### src/rtl/dmem_arbiter.sv
// rtl/dmem_arbiter.sv - two-port round-robin data memory arbiter with port-1 burst lock
// Port 1 may hold the memory across cycles; a counter forces release once port 0 has waited MAX_LOCK grants.
module dmem_arbiter #(
  parameter int ADDR_W   = 32,
  parameter int DATA_W   = 32,
  parameter int READ_LAT = 1,
  parameter int MAX_LOCK = 8
) (
  input  logic              clk,
  input  logic              reset,
  input  logic              i_m0_req,
  input  logic              i_m0_we,
  input  logic [ADDR_W-1:0] i_m0_addr,
  input  logic [DATA_W-1:0] i_m0_wdata,
  input  logic              i_m1_req,
  input  logic              i_m1_we,
  input  logic [ADDR_W-1:0] i_m1_addr,
  input  logic [DATA_W-1:0] i_m1_wdata,
  input  logic              i_m1_lock,
  output logic              o_m0_gnt,
  output logic              o_m0_rvalid,
  output logic [DATA_W-1:0] o_m0_rdata,
  output logic              o_m1_gnt,
  output logic              o_m1_rvalid,
  output logic [DATA_W-1:0] o_m1_rdata,
  output logic              o_mem_re,
  output logic              o_mem_we,
  output logic [ADDR_W-1:0] o_mem_addr,
  output logic [DATA_W-1:0] o_mem_wdata,
  input  logic [DATA_W-1:0] i_mem_rdata
);

  localparam logic [7:0] LOCK_MAX = 8'(MAX_LOCK);

  typedef enum logic {
    ST_OPEN,
    ST_LOCKED
  } lock_state_e;

  typedef enum logic [1:0] {
    W_NONE,
    W_P0,
    W_P1
  } winner_e;

  lock_state_e         r_state;
  lock_state_e         w_state_nxt;
  logic                r_prio;
  logic                w_prio_nxt;
  logic [7:0]          r_lock_cnt;
  logic [7:0]          w_lock_cnt_nxt;
  logic [READ_LAT-1:0] r_rd_valid;
  logic [READ_LAT-1:0] r_rd_owner;

  winner_e             w_win;
  logic                w_forced;
  logic                w_sel_we;
  logic                w_push_valid;
  logic                w_push_owner;

  // Winner selection; a saturated counter with port 0 waiting overrides the lock.
  always_comb begin
    w_win    = W_NONE;
    w_forced = (r_state == ST_LOCKED) && i_m0_req && (r_lock_cnt == LOCK_MAX);
    if (!reset) begin
      if ((r_state == ST_LOCKED) && i_m1_req && !w_forced) begin
        w_win = W_P1;
      end else if (i_m0_req && i_m1_req) begin
        w_win = r_prio ? W_P1 : W_P0;
      end else if (i_m0_req) begin
        w_win = W_P0;
      end else if (i_m1_req) begin
        w_win = W_P1;
      end
    end
  end

  always_comb begin
    w_state_nxt    = ST_OPEN;
    w_prio_nxt     = r_prio;
    w_lock_cnt_nxt = 8'd0;
    if ((w_win == W_P1) && i_m1_lock) begin
      w_state_nxt = ST_LOCKED;
    end
    case (w_win)
      W_P0:    w_prio_nxt = 1'b1;
      W_P1:    w_prio_nxt = 1'b0;
      default: w_prio_nxt = r_prio;
    endcase
    // Only locked grants count, and only while port 0 is actually waiting.
    if ((w_win == W_P1) && (r_state == ST_LOCKED)) begin
      if (i_m0_req && (r_lock_cnt < LOCK_MAX)) begin
        w_lock_cnt_nxt = r_lock_cnt + 8'd1;
      end else begin
        w_lock_cnt_nxt = r_lock_cnt;
      end
    end
  end

  always_comb begin
    o_m0_gnt    = 1'b0;
    o_m1_gnt    = 1'b0;
    w_sel_we    = 1'b0;
    o_mem_addr  = '0;
    o_mem_wdata = '0;
    case (w_win)
      W_P0: begin
        o_m0_gnt    = 1'b1;
        w_sel_we    = i_m0_we;
        o_mem_addr  = i_m0_addr;
        o_mem_wdata = i_m0_wdata;
      end
      W_P1: begin
        o_m1_gnt    = 1'b1;
        w_sel_we    = i_m1_we;
        o_mem_addr  = i_m1_addr;
        o_mem_wdata = i_m1_wdata;
      end
      default: begin
        w_sel_we = 1'b0;
      end
    endcase
  end

  assign o_mem_we     = (w_win != W_NONE) && w_sel_we;
  assign o_mem_re     = (w_win != W_NONE) && !w_sel_we;
  assign w_push_valid = o_mem_re;
  assign w_push_owner = (w_win == W_P1);

  always_ff @(posedge clk or posedge reset) begin
    if (reset) begin
      r_state    <= ST_OPEN;
      r_prio     <= 1'b0;
      r_lock_cnt <= 8'd0;
    end else begin
      r_state    <= w_state_nxt;
      r_prio     <= w_prio_nxt;
      r_lock_cnt <= w_lock_cnt_nxt;
    end
  end

  // Read-return pipe: one slot per cycle of memory latency, tagged with the issuing port.
  always_ff @(posedge clk or posedge reset) begin
    if (reset) begin
      r_rd_valid <= '0;
      r_rd_owner <= '0;
    end else begin
      for (int i = READ_LAT - 1; i > 0; i--) begin
        r_rd_valid[i] <= r_rd_valid[i-1];
        r_rd_owner[i] <= r_rd_owner[i-1];
      end
      r_rd_valid[0] <= w_push_valid;
      r_rd_owner[0] <= w_push_owner;
    end
  end

  assign o_m0_rvalid = r_rd_valid[READ_LAT-1] && !r_rd_owner[READ_LAT-1];
  assign o_m1_rvalid = r_rd_valid[READ_LAT-1] && r_rd_owner[READ_LAT-1];
  assign o_m0_rdata  = i_mem_rdata;
  assign o_m1_rdata  = i_mem_rdata;

endmodule

### config.mk
export PLATFORM = sky130hd
export DESIGN_NAME = dmem_arbiter
export DESIGN_NICKNAME = d
export VERILOG_FILES = /design/src/rtl/dmem_arbiter.sv
export SDC_FILE = /design/constraint.sdc
export NUM_CORES = 1
export LEC_CHECK = 0
export ABC_AREA = 1
export ABC_CLOCK_PERIOD_IN_PS = 2600
export BUFFER_PORTS_ARGS = -buffer_cell sky130_fd_sc_hd__buf_4
export CAP_MARGIN = 20
export CORE_AREA = 4 4 116 118
export DETAILED_ROUTE_END_ITERATION = 6
export DIE_AREA = 0 0 120 122
export MAX_ROUTING_LAYER = met4
export PLACE_DENSITY_LB_ADDON = 0.1
export SYNTH_ARGS = -nofsm -noshare
export SYNTH_HDL_FRONTEND = slang
export SYNTH_SLANG_ARGS = --single-unit
### constraint.sdc
create_clock -name clk -period 2.6 [get_ports clk]
set_input_delay 0.26 -clock clk [delete_from_list [all_inputs] [get_ports clk]]
set_output_delay 0.26 -clock clk [all_outputs]
set_load 0.01 [all_outputs]
# Word level (Yosys, flattened, before mapping)
# Index checks and enable logic that the tools add are counted.
# word_totals
ff_bits	12
inputBits	167
wordCells	43
# op_classes
n_addsub	1
n_lt_le_gt_ge	1
eq_ne	4
muxes	15
reduce_logical	17
# ops
operator	n
$pmux W32 S2	2
$mux W8	2
$logic_and A1 B1 Y1	12
$mux W2	6
$add A8 B1 Y8 const B	1
$eq A8 B4 Y1 const B	1
$lt A8 B4 Y1 const B	1
$pmux W1 S2	2
$reduce_bool A2 Y1	2
$logic_not A1 Y1	3
$mux W1	3
$eq A2 B1 Y1 const B	1
$eq A2 B2 Y1 const B	1
$ne A2 B1 Y1 const B	1

# Depth between registers and ports, before layout
# Gate-level depths: netlist of run 1.
# logic_depth
depth_word	10
ltp_mapped	13
depth_no_buf	12

# Worst setup path after synthesis of run 1
# No wires, ideal clock.
# synth_timing
kind	register to output
startpoint	register r_lock_cnt[0]
endpoint	output port o_mem_wdata[0]
arrival_time_ps	1859
required_ps	2340
slack_ps	481
stages_incl_launch_ff	13
path_buffers	2
path_cell_list	dfrtp_1 > inv_1 > ha_1 > nand2_1 > nor2_1 > nand2_1 > a21oi_2 > inv_2 > ha_1 > inv_2 > buf_4 > buf_6 > a21oi_1
# synth_between
elab_chain_len	8
# synth_lines
item	line_no	source
from (decl)	50	logic [7:0] r_lock_cnt;
from (signal assigned)	138	r_lock_cnt <= w_lock_cnt_nxt;
$eq A8 B4 Y1 (*)	64	w_forced = (r_state == ST_LOCKED) && i_m0_req && (r_lock_cnt == LOCK_MAX);
$logic_and A1 B1 Y1 (*)	64	
$logic_not A1 Y1 (*)	66	if ((r_state == ST_LOCKED) && i_m1_req && !w_forced) begin
$logic_and A1 B1 Y1 (*)	66	
$mux W2 (*)	66	
$mux W2 (*)	65	if (!reset) begin
$eq A2 B2 Y1 / $eq A2 B1 Y1 (equally long branches)	106	case (w_win)
$pmux W32 S2 (*)	106	
to (decl)	29	output logic [DATA_W-1:0] o_mem_wdata,
# Mark *: on every way between the ends. The rest lies on a longest branch, timed or not.

# Final worst setup path of run 1
# layout_timing
startpoint	register r_lock_cnt[1]
endpoint	output port o_mem_addr[4]
# layout_between
elab_chain_len	8
# layout_lines
item	line_no	source
$eq A8 B4 Y1 (*)	64	
$logic_and A1 B1 Y1 (*)	64	
$logic_not A1 Y1 (*)	66	
$logic_and A1 B1 Y1 (*)	66	
$mux W2 (*)	66	
$mux W2 (*)	65	
$eq A2 B2 Y1 / $eq A2 B1 Y1 (equally long branches)	106	
$pmux W32 S2 (*)	106	
to (decl)	28	output logic [ADDR_W-1:0] o_mem_addr,
# Marked as above.

==> flow_summary.toml, run 1 <==
[pwr]
p_comb_frac = 0.597
powerDensity_nw_per_um2 = 341
p_int_mw = 0.817
static-leakage-power_nw = 1.77
power_mw = 1.29
ir_drop_mv = 0.202
seqPwrFrac = 0.162
p_switching_mw = 0.470
pwr-share-clk = 0.241
p_sw_frac = 0.365

[synthesis]
synth.top_cell.area_share = 0.260
synth_top_area_cell = "nand2_1"
synth.avg_cell_area_sq_um = 6.06
yosysSeqAreaShare = 0.138
ys.warnings.count = 0
syn_nets = 531
ys_seq_elements = 12
netlist_area_sq_um = 2170
synth.area.top_cells = "nand2_1 26%, buf_4 25%, dfrtp_1 14%"
ys_types = 20
postSynthCellCount = 358

[finish]
syn2layout_area_growth_pct = 73.9
multi_input_area_sq_um = 1280
fin_nets = 677
fin_cells = 675
seq_area_sq_um = 300
final_common_cell = "buf_4"
post-route-cell-area_sq_um = 3770
fillers = 1409
mostFrequentLayoutCells = "214 x buf_4, 146 x nand2_1, 37 x a21oi_1"
drive_gt1_frac = 0.553
antenna_cells = 0

[clocking]
cts_tree = "yes"
h-tree-depth = 1
cts_sinks = 12
cts_hold_buffers = 0
numCtsBuffers = 3
path_clk_slew_ns = 0.04
clock_path_buffers = 2
root_buffer = "clkbuf_16"
clock_latency_ns = 0.24

[floorplan]
io_pins = 301
fp.dieW_microns = 120
num_rows = 41
core_sq_um = 12500
dieArea_sq_um = 14600
fp.dieH_microns = 122
initial_core_util = 0.174

[worst_setup_path]
rr_worst_depth = 12
rr_startpoint = "r_lock_cnt[1]"
worstPathRequired_ns = 2.34
rrSetupSlack_ns = 0.53
crit_end = "o_mem_addr[4]"
reg2reg_to = "r_lock_cnt[2]"
startpoint = "r_lock_cnt[1]"
worst-setup-path-type = "register to primary output"
cp.arrival_ns = 2.25
critPathLaunchType = "register"
end_kind = "primary output"
cp_max_fo = 26

[detailed_routing]
first_iter_violations = 86
drc = 0
ant_nets = 0
routed_via_density = 3.94
dr.pass1.iters = 4
wl_per_cell_microns = 14.9
via_count = 2660
drt_wl_total_microns = 10100

[global_routing]
grt_pass1_wl_microns = 13000
track_usage = 0.112
grt_max_degree = 54
overflow = 0
grt_pass1_vias = 2572
antenna_found_initial = 0

[sta]
period_needed_ns = 2.51
setup_viol_count_final = 0
fmax_mhz = 399
setup_tns_ns = 0
relSlewSlack = 0.785
min_period_over_period = 0.964
maxSlewViolCount = 0
worst_pin_slew_ns = 0.319
hold_viol_final = 0
grt_setup_unrepaired = "yes"
finClkSkew_ns = 0.000798

[placement]
dpl.cell_count = 657
place_congestion = 0.722
numPortBuffers = 204
hpwlAfterDp_microns = 7210
dpl_cell_area_sq_um = 3360

[min_path]
hp-class = "input pin to asynchronous set/reset pin"

[run_status]
status = "finished clean"

[job]
max-cap-violations = 0
## sequential cells by signal, indices dropped and copies added (netlist names)
signal	flops
r_rd_owner	1
r_prio	1
r_lock_cnt	8
r_state	1
r_rd_valid	1
## cell usage after synthesis
cell / instances
buf_2: 1
nor2_4: 2
buf_4: 73
a21oi_2: 13
inv_2: 3
nand2_2: 2
a22o_1: 1
a21oi_1: 54
nand3_1: 4
buf_6: 9
nor2_1: 8
nor3_1: 1
inv_1: 13
nand2_1: 150
dfrtp_1: 12
ha_1: 6
o21ai_0: 2
nand4_1: 1
clkbuf_1: 2
xor2_1: 1
## per-layer routing
metal | vias up | GRT usage | routed length, microns | part of all wire
met5 | - | - | 0 | 0
met4 | 0 | 0.0236 | 170 | 0.017
met3 | 23 | 0.0427 | 1060 | 0.11
met2 | 134 | 0.198 | 5040 | 0.50
met1 | 1158 | 0.121 | 3780 | 0.38
li1 | 1345 | - | - | -
## per-stage QoR
step,util,hold slack [ns],setup WS [ns]
floorplan,-,0.141,0.481
CTS,0.276,0.0576,-0.0282
global placement,0.269,0.325,0.261
global route,0.303,0.0825,-0.0449
finish,0.303,0.0690,0.0929
detailed placement,0.269,0.313,0.237
## power groups by stage
stage               logic, mW  clock network [mW]  registers [mW]
finish                  0.768               0.311           0.209
global route            0.833               0.333           0.210
CTS                     0.655               0.322           0.209
detailed placement      0.653                   0           0.212
global placement        0.654                   0           0.211
floorplan               0.434                   0           0.208
## worst min-delay path by stage
stage | end | cells after the start | from | slack, ns
floorplan | r_lock_cnt[0] | 1 | reset | 0.14
global placement | r_lock_cnt[3] | 3 | reset | 0.33
detailed placement | r_lock_cnt[3] | 3 | reset | 0.31
CTS | r_state | 3 | reset | 0.06
global route | r_lock_cnt[3] | 3 | reset | 0.08
finish | r_lock_cnt[3] | 3 | reset | 0.07
## worst max-delay path, stage by stage (launching register included)
cell and delay, ns:
dfrtp_1 0.40, inv_2 0.09, ha_4 0.13, nand2_2 0.04
nor2_2 0.09, nand2_2 0.09, a21oi_4 0.20, inv_2 0.09
ha_4 0.29, inv_2 0.07, clkbuf_16 0.22, a21oi_1 0.14
buf_4 0.14
## what timing repair did
item / 4_1_cts / 5_1_grt
cloned: 0 / 4
pin swaps: 0 / 7
endpoints found under the hold margin: 0 / 0
gates resized for setup: 0 / 33
setup buffers: 0 / 10
setup endpoints to repair: 4 / 66
## logic make-up (layout without fill, tap and decap cells)
family / Yosys count / in the layout / synth area share
adders and majority gates: 6 / 6 / 0.0346
buffers and inverters: 101 / 246 / 0.333
xor gates and xnor gates: 1 / 1 / 0.00404
AOI/OAI and AO/OA: 70 / 70 / 0.186
DFF: 12 / 12 / 0.138
and+or+nand+nor: 168 / 168 / 0.304
## layout make-up
| type | count | area share |
|---|---|---|
| sequential | 12 | 0.0796 |
| inverter | 16 | 0.0159 |
| clock buffer | 4 | 0.0236 |
| tap | 172 | 0.0571 |
| timing repair buffer | 226 | 0.484 |
| multi-input combinational | 245 | 0.339 |
Note: power is estimated with default switching activity, not from simulation.
==> run 2, diff against run 1 <==
--- a/config.mk
+++ b/config.mk
@@ -14,6 +14,7 @@
 export DIE_AREA = 0 0 120 122
 export MAX_ROUTING_LAYER = met4
 export PLACE_DENSITY_LB_ADDON = 0.1
+export REMOVE_ABC_BUFFERS = 1
 export SYNTH_ARGS = -nofsm -noshare
 export SYNTH_HDL_FRONTEND = slang
 export SYNTH_SLANG_ARGS = --single-unit
==> flow_summary.toml, run 2 (same netlist as run 1, synthesis figures left out) <==
[worst_setup_path]
worst-setup-path-type = "register to primary output"
critPathLaunchType = "register"
cp_max_fo = 9
cp.arrival_ns = 2.23
worstPathRequired_ns = 2.34
end_kind = "primary output"

[global_routing]
gr-max-usage-layer = "met2"
track_usage = 0.154
grt_max_degree = 46
overflow = 0
grt.met1_usage = 0.175
grt_pass1_wl_microns = 16600
grt_util_met2 = 0.228
antenna_found_initial = 0
grt_pass1_vias = 2779
gr-usage-met3 = 0.116

[detailed_routing]
via_count = 2765
ant_nets = 0
drc = 0
drt_wl_total_microns = 12800
dr.pass1.iters = 4
first_iter_violations = 91
routed_via_density = 4.11
wl_per_cell_microns = 19.1

[finish]
largest_reg_flops = 8
mostFrequentLayoutCells = "207 x buf_4, 146 x nand2_1, 52 x a21oi_1"
largest_register = "r_lock_cnt"
finalCoreUtilization = 0.301
fin_nets = 674
syn2layout_area_growth_pct = 72.8
antenna_cells = 0
final_common_cell = "buf_4"
fillers = 1399
fin_cells = 672
post-route-cell-area_sq_um = 3750
drive_gt1_frac = 0.518

[clocking]
clock_latency_ns = 0.24
cts_tree = "yes"
cts_hold_buffers = 0
path_clk_slew_ns = 0.04
clock_path_buffers = 2
numCtsBuffers = 3
cts_sinks = 12
root_buffer = "clkbuf_16"
h-tree-depth = 1

[job]
max-cap-violations = 0

[pwr]
powerDensity_nw_per_um2 = 343
ir_drop_mv = 0.164
static-leakage-power_nw = 1.78
power_mw = 1.29

[sta]
finClkSkew_ns = 0.000624
relSlewSlack = 0.764
setup_viol_count_final = 0
worst_pin_slew_ns = 0.350
hold-worst-slack_ns = 0.0780
setup_slack_ns = 0.106
hold_viol_final = 0
min_period_over_period = 0.959
setup_tns_ns = 0
maxSlewViolCount = 0
fmax_mhz = 401
period_needed_ns = 2.49

[run_status]
status = "finished clean"

[placement]
numPortBuffers = 204
dpl.cell_count = 657
hpwlAfterDp_microns = 10200
pre_cts_ws_ns = 0.231
place_congestion = 0.806
dpl_cell_area_sq_um = 3370

[floorplan]
num_rows = 41
fp.dieW_microns = 120
core_sq_um = 12500
initial_core_util = 0.174
dieArea_sq_um = 14600
fp.dieH_microns = 122
io_pins = 301

[min_path]
hp-class = "input pin to asynchronous set/reset pin"
run 2: cell count changes in the layout (fill, tap and decap cells not counted), moves of 2 or more:
cell	delta
a21oi_1	+15
buf_12	+3
a21oi_2	-15
buf_6	-3
buf_8	+2
buf_4	-7
run 2: routing by layer:
layer | wire length [microns] | vias to the layer above
met5 | 0 | -
met4 | 68 | 0
met3 | 1990 | 4
met2 | 6020 | 187
met1 | 4770 | 1233
li1 | - | 1341
run 2: repair_timing:
item,CTS,global route
buffers inserted,0,7
pin swaps,0,3
cloned,0,4
endpoints found under the setup margin,18,66
resized for setup,2,24
run 2: report_power, final:
part | total [mW] | switching (mW) | internal (mW)
clock | 0.313 | 0.0811 | 0.232
combinational | 0.766 | 0.370 | 0.396
sequential | 0.207 | 0.00681 | 0.200
total | 1.29 | 0.458 | 0.828
run 2: final cells by class:
type / count / area (sq um) / area share
Tap cell: 172 / 215 / 0.0574
Clock buffer: 4 / 88.8 / 0.0237
Multi-Input combinational cell: 245 / 1220 / 0.325
Sequential cell: 12 / 300 / 0.0802
Timing Repair Buffer: 223 / 1860 / 0.497
Inverter: 16 / 62.6 / 0.0167
run 2: worst max-delay path, cell delays in order, from the launching register on:
cell and delay, ns:
dfrtp_1 0.40, inv_2 0.08, ha_1 0.14, nand2_1 0.06, nor2_2 0.09, nand2_2 0.09
nand2_2 0.09, nand2_2 0.06, nand2_4 0.10, ha_4 0.14, clkbuf_4 0.20, clkbuf_16 0.18
nand2_1 0.06, a21oi_1 0.15, buf_4 0.16
run 2: final timing paths:
path | startpoint | end | slack (ns) | depth (start not counted)
min | reset | r_rd_valid | 0.08 | 3
max in group asynchronous | reset | r_prio | 2.35 | 3
min reg2reg | r_lock_cnt[5] | r_lock_cnt[5] | 0.49 | 2
max | r_lock_cnt[0] | o_mem_wdata[16] | 0.11 | 14
max reg2reg | r_lock_cnt[0] | r_lock_cnt[2] | 0.53 | 12
min in group clk | i_m1_lock | r_state | 0.22 | 3
==> run 3, diff against run 2 <==
--- a/config.mk
+++ b/config.mk
@@ -5,13 +5,12 @@
 export SDC_FILE = /design/constraint.sdc
 export NUM_CORES = 1
 export LEC_CHECK = 0
-export ABC_AREA = 1
 export ABC_CLOCK_PERIOD_IN_PS = 2600
 export BUFFER_PORTS_ARGS = -buffer_cell sky130_fd_sc_hd__buf_4
 export CAP_MARGIN = 20
-export CORE_AREA = 4 4 116 118
+export CORE_AREA = 4 4 114 116
 export DETAILED_ROUTE_END_ITERATION = 6
-export DIE_AREA = 0 0 120 122
+export DIE_AREA = 0 0 118 120
 export MAX_ROUTING_LAYER = met4
 export PLACE_DENSITY_LB_ADDON = 0.1
 export REMOVE_ABC_BUFFERS = 1
==> flow_summary.toml, run 3 <==
[run_status]
status = "finished, violations left"
violations = "negative setup slack"

[floorplan]
initial_core_util = 0.163
fp.dieH_microns = 120
io_pins = 301
fp.dieW_microns = 118
dieArea_sq_um = 14200
core_sq_um = 11900
num_rows = 40

[finish]
antenna_cells = 0
syn2layout_area_growth_pct = 130
post-route-cell-area_sq_um = 4460
fin_cells = 586
final_common_cell = "buf_4"
drive_gt1_frac = 0.802
mostFrequentLayoutCells = "201 x buf_4, 59 x a22oi_2, 34 x nor2_1"
fillers = 1261
fin_nets = 613
largest_register = "r_lock_cnt"
largest_reg_flops = 8
finalCoreUtilization = 0.374

[clocking]
numCtsBuffers = 3
root_buffer = "clkbuf_16"
cts_sinks = 12
clock_path_buffers = 2
cts_tree = "yes"
h-tree-depth = 1
clock_latency_ns = 0.24
cts_hold_buffers = 0
path_clk_slew_ns = 0.05

[synthesis]
ys_types = 33
yosysSeqAreaShare = 0.155
synth.top_cell.area_share = 0.251
ys.warnings.count = 0
synth-edff-count = 0
yosysMostFrequentCell = "nor2_1"
netlist_area_sq_um = 1940
synth_top_area_cell = "a22oi_1"
ys_seq_elements = 12
synth_commonest_cells = "67 x nor2_1, 65 x a22oi_1, 64 x buf_4, 16 x clkbuf_1, 12 x dfrtp_1"
synth_top_flop_cell = "dfrtp_1"
synth.area.top_cells = "a22oi_1 25%, buf_4 25%, dfrtp_1 15%"
postSynthCellCount = 277
synth.avg_cell_area_sq_um = 7.01
async_reset_ff_frac = 1.00

[sta]
relSlewSlack = 0.786
setup_slack_ns = -0.211
period_needed_ns = 2.81
finClkSkew_ns = 0.00554
min_period_over_period = 1.08
grt_setup_unrepaired = "yes"
hold_viol_final = 0
fmax_mhz = 356
setup_tns_ns = -11.11
setup_viol_count_final = 67
maxSlewViolCount = 0
worst_pin_slew_ns = 0.321

[placement]
dpl.cell_count = 556
numPortBuffers = 204
hpwlAfterDp_microns = 10100
place_congestion = 0.812
pre_cts_ws_ns = -0.117
dpl_cell_area_sq_um = 3280

[pwr]
p_switching_mw = 0.474
static-leakage-power_nw = 1.94
p_sw_frac = 0.339
seqPwrFrac = 0.143
pwr-share-clk = 0.226
p_comb_frac = 0.630
p_int_mw = 0.926
ir_drop_mv = 0.160
powerDensity_nw_per_um2 = 314

[detailed_routing]
via_count = 2732
drc = 0
first_iter_violations = 81
dr.pass1.iters = 4
routed_via_density = 4.66
wl_per_cell_microns = 23.6
ant_nets = 0
drt_wl_total_microns = 13800

[worst_setup_path]
startpoint = "r_lock_cnt[5]"
rrSetupSlack_ns = 0.35
reg2reg_to = "r_lock_cnt[1]"
end_kind = "primary output"
critPathLaunchType = "register"
rr_startpoint = "r_lock_cnt[5]"
cp.arrival_ns = 2.55
rr_worst_depth = 7
cp_max_fo = 6
worstPathRequired_ns = 2.34
worst-setup-path-type = "register to primary output"

[job]
max-cap-violations = 0

[global_routing]
overflow = 0
grt_pass1_wl_microns = 18300
grt_max_degree = 24
track_usage = 0.175
antenna_found_initial = 0
grt_pass1_vias = 2809

[min_path]
hp-class = "input pin to asynchronous set/reset pin"
run 3: area by class of cell:
class                   instances  area [sq um]  share of cell area
inverters                       5          31.3             0.00702
well taps                     147           184              0.0413
repair buffers                242          2270               0.509
clock buffers                   4          88.8              0.0199
flip-flops and latches         12           300              0.0674
repair inverters                2          22.5             0.00505
multi-input cells             174          1560               0.351
run 3: logic make-up after synthesis:
logic type	share of synthesized area
buf+inv	0.300
simple gates	0.204
compound gates	0.303
flops	0.155
fa+ha+maj	0.0387
run 3: metrics by stage:
step,power [mW],hold WS (ns)
global placement,0.748,0.317
CTS,1.20,0.0617
detailed placement,0.751,0.317
floorplan,0.397,0.133
global route,1.47,0.0908
finish,1.40,0.0575
run 3: what timing repair did:
item                                    CTS  global route
buffers inserted                          4             5
endpoints found under the setup margin   67            68
gates resized for setup                  52            92
gates cloned                              5            12
pin swaps                                15            12
run 3: routing by layer:
layer / share of wire / routed length [microns] / GRT usage
met5: 0 / 0 / -
met4: 0.0066 / 91 / 0.0117
met3: 0.13 / 1860 / 0.115
met2: 0.48 / 6630 / 0.276
met1: 0.38 / 5270 / 0.195
run 3: power by group through the flow:
stage	registers, mW	clock network, mW	logic [mW]
floorplan	0.201	0	0.196
global placement	0.203	0	0.545
detailed placement	0.203	0	0.548
CTS	0.200	0.324	0.679
global route	0.201	0.329	0.936
finish	0.201	0.317	0.883
run 3: worst max path at each step:
stage	slack, ns	cells past startpoint	endpoint
2_1_floorplan	-0.98	6	o_mem_we
3_3_place_gp	-0.10	7	o_mem_we
3_5_place_dp	-0.12	7	o_mem_we
4_1_cts	-0.20	9	o_mem_wdata[24]
5_1_grt	-0.28	8	o_mem_we
6_report	-0.21	9	o_mem_wdata[2]
run 3: critical path, cell delays in order, from the launching register on:
cell and delay [ns]:
dfrtp_1 0.38, or3b_4 0.38, or3_4 0.36, o31a_1 0.30, ha_4 0.21, buf_12 0.15, clkbuf_16 0.16, a22oi_2 0.17
nor2_2 0.04, buf_4 0.14
